## src/rtl/wb_tgt_mem_pkg.sv

```systemverilog
// wb_tgt_mem shared types: FSM state encodings and the queue-entry bundle.
// Entry fields are sized for the widest supported bus (32/32/4).
package wb_tgt_mem_pkg;

  typedef logic [1:0] fsm_state_t;

  localparam fsm_state_t ST_RESET = 2'b00;
  localparam fsm_state_t ST_IDLE  = 2'b01;
  localparam fsm_state_t ST_BUSY  = 2'b10;

  localparam int Q_ADR_MAX = 32;
  localparam int Q_DAT_MAX = 32;
  localparam int Q_SEL_MAX = 4;

  typedef struct packed {
    logic                 we;
    logic [Q_SEL_MAX-1:0] sel;
    logic [Q_ADR_MAX-1:0] adr;
    logic [Q_DAT_MAX-1:0] dat;
  } q_entry_t;

endpackage

```

## src/rtl/wb_tgt_mem_queue.sv

```systemverilog
// Pending-request FIFO with per-entry saturating age counters.
// Ports: clk_i, sync_rst_i, flush_i, push_i/push_ent_i, pop_i,
//   head_o, head_vld_o, head_ripe_o (old enough to retire),
//   head_last_o (one entry left), full_o (registered).
module wb_tgt_mem_queue
  import wb_tgt_mem_pkg::*;
#(
  parameter int DEPTH   = 2,
  parameter int LATENCY = 3
) (
  input  logic     clk_i,
  input  logic     sync_rst_i,
  input  logic     flush_i,
  input  logic     push_i,
  input  q_entry_t push_ent_i,
  input  logic     pop_i,
  output q_entry_t head_o,
  output logic     head_vld_o,
  output logic     head_ripe_o,
  output logic     head_last_o,
  output logic     full_o
);

  localparam int CW = $clog2(DEPTH + 1);
  localparam int AW = $clog2(LATENCY + 1);

  q_entry_t        ent_q  [DEPTH];
  q_entry_t        ent_d  [DEPTH];
  q_entry_t        sh_ent [DEPTH];
  logic [AW-1:0]   age_q  [DEPTH];
  logic [AW-1:0]   age_d  [DEPTH];
  logic [AW-1:0]   sh_age [DEPTH];
  logic [CW-1:0]   cnt_q;
  logic [CW-1:0]   cnt_d;
  logic [CW-1:0]   cnt_pop;
  logic            full_q;

  function automatic logic [AW-1:0] age_inc(
    input logic [AW-1:0] a
  );
    return (a == AW'(LATENCY)) ? a : a + 1'b1;
  endfunction

  // Slot i after a pop takes slot i+1; top slot
  // keeps stale content, masked by the count.
  for (genvar i = 0; i < DEPTH; i++) begin : g_sh
    if (i < DEPTH - 1) begin : g_mid
      assign sh_ent[i] = ent_q[i+1];
      assign sh_age[i] = age_q[i+1];
    end else begin : g_top
      assign sh_ent[i] = ent_q[i];
      assign sh_age[i] = age_q[i];
    end
  end

  always_comb begin
    cnt_pop = cnt_q - CW'(pop_i);
    cnt_d   = cnt_pop + CW'(push_i);
    for (int i = 0; i < DEPTH; i++) begin
      ent_d[i] = pop_i ? sh_ent[i] : ent_q[i];
      age_d[i] = age_inc(pop_i ? sh_age[i] : age_q[i]);
      // The accept edge counts as the first cycle of age.
      if (push_i && cnt_pop == CW'(i)) begin
        ent_d[i] = push_ent_i;
        age_d[i] = AW'(1);
      end
    end
  end

  always_ff @(posedge clk_i) begin
    if (sync_rst_i || flush_i) begin
      cnt_q  <= '0;
      full_q <= 1'b0;
    end else begin
      cnt_q  <= cnt_d;
      full_q <= (cnt_d == CW'(DEPTH));
    end
  end

  always_ff @(posedge clk_i) begin
    for (int i = 0; i < DEPTH; i++) begin
      ent_q[i] <= ent_d[i];
      age_q[i] <= age_d[i];
    end
  end

  assign head_o      = ent_q[0];
  assign head_vld_o  = (cnt_q != '0);
  assign head_ripe_o = (age_q[0] >= AW'(LATENCY - 1));
  assign head_last_o = (cnt_q == CW'(1));
  assign full_o      = full_q;

endmodule

```

## src/rtl/wb_tgt_mem.sv

```systemverilog
// Wishbone pipelined target with a small memory and fixed min latency.
// Ports: clk_i, sync_rst_i, tgt_* bus, tb_fsm_* status. WB_TGT_MEM_ERR_EN: err on out-of-range adr.
module wb_tgt_mem
  import wb_tgt_mem_pkg::*;
#(
  parameter int ADR_WIDTH = 16,
  parameter int DAT_WIDTH = 16,
  parameter int SEL_WIDTH = 2,
  parameter int MEM_AW    = 4,
  parameter int DEPTH     = 2,
  parameter int LATENCY   = 3
) (
  input  logic                 clk_i,
  input  logic                 sync_rst_i,
  input  logic                 tgt_cyc_i,
  input  logic                 tgt_stb_i,
  input  logic                 tgt_we_i,
  input  logic [SEL_WIDTH-1:0] tgt_sel_i,
  input  logic [ADR_WIDTH-1:0] tgt_adr_i,
  input  logic [DAT_WIDTH-1:0] tgt_dat_i,
  output logic                 tgt_ack_o,
  output logic                 tgt_err_o,
  output logic                 tgt_rty_o,
  output logic                 tgt_stall_o,
  output logic [DAT_WIDTH-1:0] tgt_dat_o,
  output logic                 tb_fsm_reset,
  output logic                 tb_fsm_idle,
  output logic                 tb_fsm_busy
);

  localparam int LANE_W = DAT_WIDTH / SEL_WIDTH;
  localparam int WORDS  = 2 ** MEM_AW;

  q_entry_t             push_ent;
  q_entry_t             head;
  logic                 head_vld;
  logic                 head_ripe;
  logic                 head_last;
  logic                 q_full;
  logic                 accept;
  logic                 pop;
  logic                 flush;
  logic                 bad;
  logic [MEM_AW-1:0]    idx;
  logic [DAT_WIDTH-1:0] wr_word;
  logic [DAT_WIDTH-1:0] mem_q [WORDS];
  logic                 ack_q;
  logic                 err_q;
  logic [DAT_WIDTH-1:0] dat_q;
  fsm_state_t           state_q;
  fsm_state_t           state_d;
  logic                 unused_head;

  assign flush  = ~tgt_cyc_i;
  assign accept = tgt_cyc_i & tgt_stb_i & ~q_full
                & ~sync_rst_i;
  assign pop    = tgt_cyc_i & head_vld & head_ripe
                & ~sync_rst_i;
  assign idx    = head.adr[MEM_AW-1:0];

  always_comb begin
    push_ent                    = '0;
    push_ent.we                 = tgt_we_i;
    push_ent.sel[SEL_WIDTH-1:0] = tgt_sel_i;
    push_ent.adr[ADR_WIDTH-1:0] = tgt_adr_i;
    push_ent.dat[DAT_WIDTH-1:0] = tgt_dat_i;
  end

  wb_tgt_mem_queue #(
    .DEPTH   (DEPTH),
    .LATENCY (LATENCY)
  ) u_queue (
    .clk_i       (clk_i),
    .sync_rst_i  (sync_rst_i),
    .flush_i     (flush),
    .push_i      (accept),
    .push_ent_i  (push_ent),
    .pop_i       (pop),
    .head_o      (head),
    .head_vld_o  (head_vld),
    .head_ripe_o (head_ripe),
    .head_last_o (head_last),
    .full_o      (q_full)
  );

`ifdef WB_TGT_MEM_ERR_EN
  assign bad = |head.adr[Q_ADR_MAX-1:MEM_AW];
`else
  assign bad = 1'b0;
`endif

  // Upper entry bits exist only for wider buses.
  assign unused_head = ^{head.adr, head.dat, head.sel};

  always_comb begin
    wr_word = mem_q[idx];
    for (int l = 0; l < SEL_WIDTH; l++) begin
      if (head.sel[l]) begin
        wr_word[l*LANE_W +: LANE_W] =
          head.dat[l*LANE_W +: LANE_W];
      end
    end
  end

  always_ff @(posedge clk_i) begin
    if (sync_rst_i) begin
      ack_q <= 1'b0;
      err_q <= 1'b0;
      dat_q <= '0;
      for (int w = 0; w < WORDS; w++) begin
        mem_q[w] <= '0;
      end
    end else begin
      ack_q <= pop & ~bad;
      err_q <= pop & bad;
      dat_q <= (pop & ~head.we & ~bad) ?
               mem_q[idx] : '0;
      if (pop & head.we & ~bad) begin
        mem_q[idx] <= wr_word;
      end
    end
  end

  always_comb begin
    state_d = state_q;
    case (state_q)
      ST_RESET: state_d = ST_IDLE;
      ST_IDLE: begin
        if (accept) state_d = ST_BUSY;
      end
      ST_BUSY: begin
        if (flush || (pop && !accept && head_last))
          state_d = ST_IDLE;
      end
      default: state_d = ST_RESET;
    endcase
  end

  always_ff @(posedge clk_i) begin
    if (sync_rst_i) state_q <= ST_RESET;
    else            state_q <= state_d;
  end

  assign tgt_ack_o    = ack_q;
  assign tgt_err_o    = err_q;
  assign tgt_rty_o    = 1'b0;
  assign tgt_stall_o  = q_full;
  assign tgt_dat_o    = dat_q;
  assign tb_fsm_reset = (state_q == ST_RESET);
  assign tb_fsm_idle  = (state_q == ST_IDLE);
  assign tb_fsm_busy  = (state_q == ST_BUSY);

endmodule

```

## config.mk

```make
export PLATFORM = sky130hd
export DESIGN_NAME = wb_tgt_mem
export DESIGN_NICKNAME = d
export VERILOG_FILES = /design/src/rtl/wb_tgt_mem_pkg.sv /design/src/rtl/wb_tgt_mem_queue.sv /design/src/rtl/wb_tgt_mem.sv
export SDC_FILE = /design/constraint.sdc
export NUM_CORES = 1
export LEC_CHECK = 0
export CAP_MARGIN = 20
export CORE_ASPECT_RATIO = 0.75
export CORE_MARGIN = 2
export CORE_UTILIZATION = 60
export CTS_BUF_LIST = sky130_fd_sc_hd__clkbuf_4
export CTS_CLUSTER_DIAMETER = 120
export CTS_CLUSTER_SIZE = 10
export DETAILED_ROUTE_END_ITERATION = 6
export GPL_ROUTABILITY_DRIVEN = 0
export PLACE_DENSITY = 0.87
export REMOVE_ABC_BUFFERS = 1
export SLEW_MARGIN = 5
export SYNTH_ARGS = -nofsm -noshare
export SYNTH_HDL_FRONTEND = slang
export SYNTH_SLANG_ARGS = --single-unit
```

## constraint.sdc

```tcl
create_clock -name clk_i -period 4.1 [get_ports clk_i]
set_input_delay 0.82 -clock clk_i [delete_from_list [all_inputs] [get_ports clk_i]]
set_output_delay 0.82 -clock clk_i [all_outputs]
set_load 0.03 [all_outputs]
```

Word-level counts from Yosys, hierarchy flattened
Memories as Yosys holds them, arrays and structs flattened.
Index checks and enable logic that the tools add are counted.
W data, S select, Z words.
{"block": "op_classes", "add_sub_neg": 4, "order_cmp": 1, "n_eq_ne": 9, "mux": 21, "n_bitwise": 13, "reduce_logical": 13}
{"cell": "$mux W69", "n": 3}
{"cell": "$mux W16", "n": 1}
{"cell": "$mux W8", "n": 2}
{"cell": "$reduce_or A16 Y1", "n": 1}
{"cell": "$mux W2", "n": 7}
{"cell": "$and A1 B1 Y1", "n": 8}
{"cell": "$eq A2 B2 Y1 const B", "n": 4}
{"cell": "$eq A2 B1 Y1 const B", "n": 3}
{"cell": "$mux W1", "n": 6}
{"cell": "$pmux W2 S3", "n": 1}
{"cell": "$not A1 Y1", "n": 5}
{"cell": "$add A2 B1 Y2 const B", "n": 2}
{"cell": "$logic_and A1 B1 Y1", "n": 4}
{"cell": "$logic_not A2 Y1", "n": 2}
{"cell": "$mux W4", "n": 1}
{"cell": "$ne A2 B1 Y1 const B", "n": 2}
{"cell": "$add A2 B1 Y2", "n": 1}
{"cell": "$ge A2 B2 Y1 const B", "n": 1}
{"cell": "$logic_or A1 B1 Y1", "n": 2}
{"cell": "$reduce_and A2 Y1", "n": 1}
{"cell": "$reduce_bool A2 Y1", "n": 1}
{"cell": "$reduce_or A2 Y1", "n": 1}
{"cell": "$sub A2 B1 Y2", "n": 1}
{"cell": "$logic_not A1 Y1", "n": 1}
{"block": "totals", "reg_bits": 22, "mem_bits_rw": 398, "inputBits": 39, "output_inout_bits": 23, "elab_cells": 69, "n_memories": 3}
{"name": "mem_q", "depth": 16, "width": 16, "rd": 1, "rd_ports_with_merged_regs": 0, "write_ports": 16, "line_no": "wb_tgt_mem.sv:46", "text": "logic [DAT_WIDTH-1:0] mem_q [WORDS];"}
{"name": "u_queue.ent_q", "depth": 2, "width": 69, "rd": 2, "rd_ports_with_merged_regs": 0, "write_ports": 2, "line_no": "wb_tgt_mem_queue.sv:27", "text": "q_entry_t ent_q [DEPTH];"}
{"name": "u_queue.age_q", "depth": 2, "width": 2, "rd": 2, "rd_ports_with_merged_regs": 0, "write_ports": 2, "line_no": "wb_tgt_mem_queue.sv:30", "text": "logic [AW-1:0] age_q [DEPTH];"}

Longest topological paths before layout
{"block": "depth", "ltp_word": 10, "ltp_mapped": 12, "depth_no_buf": 8}

Hierarchy
From an unflattened synthesis, not the netlist that was laid out.
{"block": "unflattened", "hier_cells": 1121, "hier_area_um2": 18017.3}
{"module": "wb_tgt_mem", "n_inst": 1, "cells_per_inst": 802, "area_each_um2": 11836.4, "seq_area_each_um2": 8067.7}
{"module": "wb_tgt_mem_queue", "n_inst": 1, "cells_per_inst": 319, "area_each_um2": 6180.9, "seq_area_each_um2": 4284.1}

Least setup slack after synthesis
Ideal clock, no wire load.
{"block": "synth_path", "path_type": "input -> register", "start": "input sync_rst_i", "end": "memory u_queue.ent_q[0][101] (netlist bit), enable pin", "setup_ns": 0.404, "arrival_ns": 3.275, "required_time_ns": 3.696, "setup_slack_ns": 0.420, "stages": 10, "n_path_buf": 3, "cell_sequence": "nand2b_1 -> buf_2 -> or2_1 -> inv_1 -> buf_2 -> buf_2 -> ha_1 -> xnor2_1 -> nand2_1 -> nor2_1"}
{"element": "start, declared", "line_no": "wb_tgt_mem.sv:14", "text": "input logic sync_rst_i,"}
{"element": "end, declared", "line_no": "wb_tgt_mem_queue.sv:27"}

==> metrics.csv <==
metric;value;unit
TritonCTS buffer count;38;
Post-synth EDFFs;302;
Slew HR;0.251;
WHS Path Cells;1;
crit path launch type;register;
Wirelength per Cell;23.6;µm
antenna-violating nets left;0;
reg2reg end;mem_q[6][3];
Max-cap violations;0;
Async S/R FF share, synth;0;
Crit Path Max Fanout;35;
Final period util;0.712;
mean post-synth cell area;15.7;µm²
sequential fraction of the synthesis area;0.661;
Worst VDD drop;0.211;mV
fmax;0.343;GHz
CORE AREA;23800;µm²
die height;139;µm
final non-filler cell total;1318;
Starting DRT DRC Count;864;
Worst R2R Start;u_queue.ent_q[0][33];
Hold Path Class;register to register;
Remaining DRCs;0;
Detailed Route WL;31100;µm
initial antenna violation count;1;
clk sinks;328;
CP endpoint kind;register;
HPWL Detailed;20300;µm
routed vias/inst;6.31;
setup_tns;0;ps
clock transition at the registers of the reported paths;110;ps
CTS root buffer;clkbuf_4;
critical path data arrival time;3250;ps
Worst Skew;35.4;ps
TritonCTS clock tree;yes;
FF+latch count, synth;328;
Yosys cell types;41;
Total GRT Usage;0.253;
outcome;finished, final reports clean;
Port Buffers;47;
vias in the first global route;8436;
drt first pass iters;5;
Syn Std Cell Area;14500;µm²
largest net degree at the start of global routing;41;
Worst R2R Path Depth;5;
Synth-to-Final Area Change;9.07;%
Setup CP Type;register to register;
fin util;0.663;
WP data required;4430;ps
final hold vios;0;
Vias;8315;
GRT overflow;0;
Slew @ Worst Pin;1120;ps
# IOs;62;
htree depth;2;
Leakage;0.00607;µW
# Post-CTS Setup Buffers;0;
clock latency at the later pin of the worst-skew pair;660;ps
share of cells above drive strength 1;0.255;
Net count, final;1038;
placed cells;1262;
crit path from;u_queue.ent_q[0][33];
commonest cells after routing, fill and taps aside;edfxtp_1 (302), nor2_1 (267), mux4_2 (64), mux2_2 (55), clkbuf_4 (53);
Final setup viols;0;
Pins Over Slew Limit;0;
cts repair resizes;0;
Die W;184;µm
effective utilization at floorplan;0.608;
Post-Synthesis Cells;923;
Hold-fix buffers, CTS;0;
Post-synth top flop;edfxtp_1;
Longest Clk Path Bufs;3;
hold path startpoint;state_q[1];
die area;25400;µm²
RSZ-0062 raised after global routing;no;
Power Density;371;nW/µm²
fin crit period;2920;ps
first-pass GRT wire length;48400;µm
r2r setup slk;1180;ps
yosys warns;0;
Worst Hold End;state_q[0];
row count;49;
commonest non-fill, non-tap cell in the layout;edfxtp_1;
==> sequential cells by signal, summed over array words and instances (netlist names) <==
name and flops:
tgt_dat_o 16, u_queue.cnt_q 2, u_queue.ent_q 46, u_queue.full_o 1, u_queue.age_q 4, tgt_ack_o 1, mem_q 256, state_q 2
==> how the worst max path moves through the flow <==
stage,endpoint,slack [ps],depth (start not counted)
CTS,mem_q[6][3],1150,5
global route,mem_q[6][3],980,5
floorplan,mem_q[11][0],-690,2
detailed placement,u_queue.ent_q[0][64],590,9
finish,mem_q[6][3],1180,5
global placement,u_queue.ent_q[0][33],660,9
==> metrics by stage <==
stage / hold slack [ps] / area [µm²] / power (µW) / setup WS [ps]
2_1_floorplan: 461 / 14200 / 4170 / -694
3_3_place_gp: 487 / 15400 / 4320 / 657
3_5_place_dp: 493 / 15400 / 4340 / 592
4_1_cts: 506 / 15800 / 5900 / 1150
5_1_grt: 555 / 15800 / 6060 / 984
6_report: 508 / 15800 / 5880 / 1180
==> routing by layer <==
layer	global-route usage	routed length [µm]	vias to the layer above
met3	0.0444	2790	49
met5	0	0	-
met1	0.374	12700	4184
li1	-	-	3644
met4	0.0636	580	0
met2	0.398	15000	438
==> area by class of cell <==
| type | instances | area, µm² |
|---|---|---|
| antenna | 1 | 2.50 |
| clock buffer | 53 | 398 |
| clock inverter | 2 | 7.51 |
| fill | 1587 | 8030 |
| inverter | 5 | 18.8 |
| multi-input combinational | 529 | 4560 |
| sequential | 328 | 9590 |
| tap | 306 | 383 |
| timing repair buffer | 94 | 861 |
==> synthesized netlist by cell type (3+ instances only) <==
master | instances | area, µm²
nor2_1 | 268 | 1010
nor3_1 | 3 | 15.0
a22oi_4 | 32 | 681
nor4b_1 | 16 | 140
mux4_2 | 64 | 1440
buf_2 | 28 | 140
nor2b_1 | 5 | 31.3
edfxtp_1 | 302 | 9070
nand2_1 | 12 | 45.0
mux2_2 | 55 | 619
nand2b_1 | 20 | 125
clkbuf_1 | 20 | 75.1
o21ai_0 | 4 | 20.0
nand3_1 | 3 | 15.0
buf_4 | 4 | 30.0
dfxtp_1 | 26 | 521
buf_6 | 8 | 90.1
ha_1 | 3 | 37.5
inv_1 | 4 | 15.0
a41o_1 | 16 | 160
==> report_power, final <==
group / internal (µW) / leakage, µW / switching [µW]
combinational: 199 / 0.00255 / 258
sequential: 3750 / 0.00327 / 58.0
clock: 587 / 0.000250 / 1030
==> kinds of logic (layout without fill, tap and decap cells) <==
| family | after synthesis | after routing | share of synthesized area |
|---|---|---|---|
| simple gates | 345 | 345 | 0.105 |
| flops | 328 | 328 | 0.661 |
| mux | 120 | 120 | 0.143 |
| buf+inv | 67 | 154 | 0.0249 |
| compound gates | 55 | 55 | 0.0609 |
| xor+xnor | 4 | 4 | 0.00242 |
| fa+ha+maj | 3 | 3 | 0.00259 |
| other cells | 1 | 3 | 0.000259 |
==> critical path, cell delays in order, from the launching register on <==
cell      delay, ps
edfxtp_1        790
buf_12          360
nand2b_1        130
or4_1           800
nand2b_1        190
buf_4           290
Note: power is estimated with default switching activity, not from simulation.
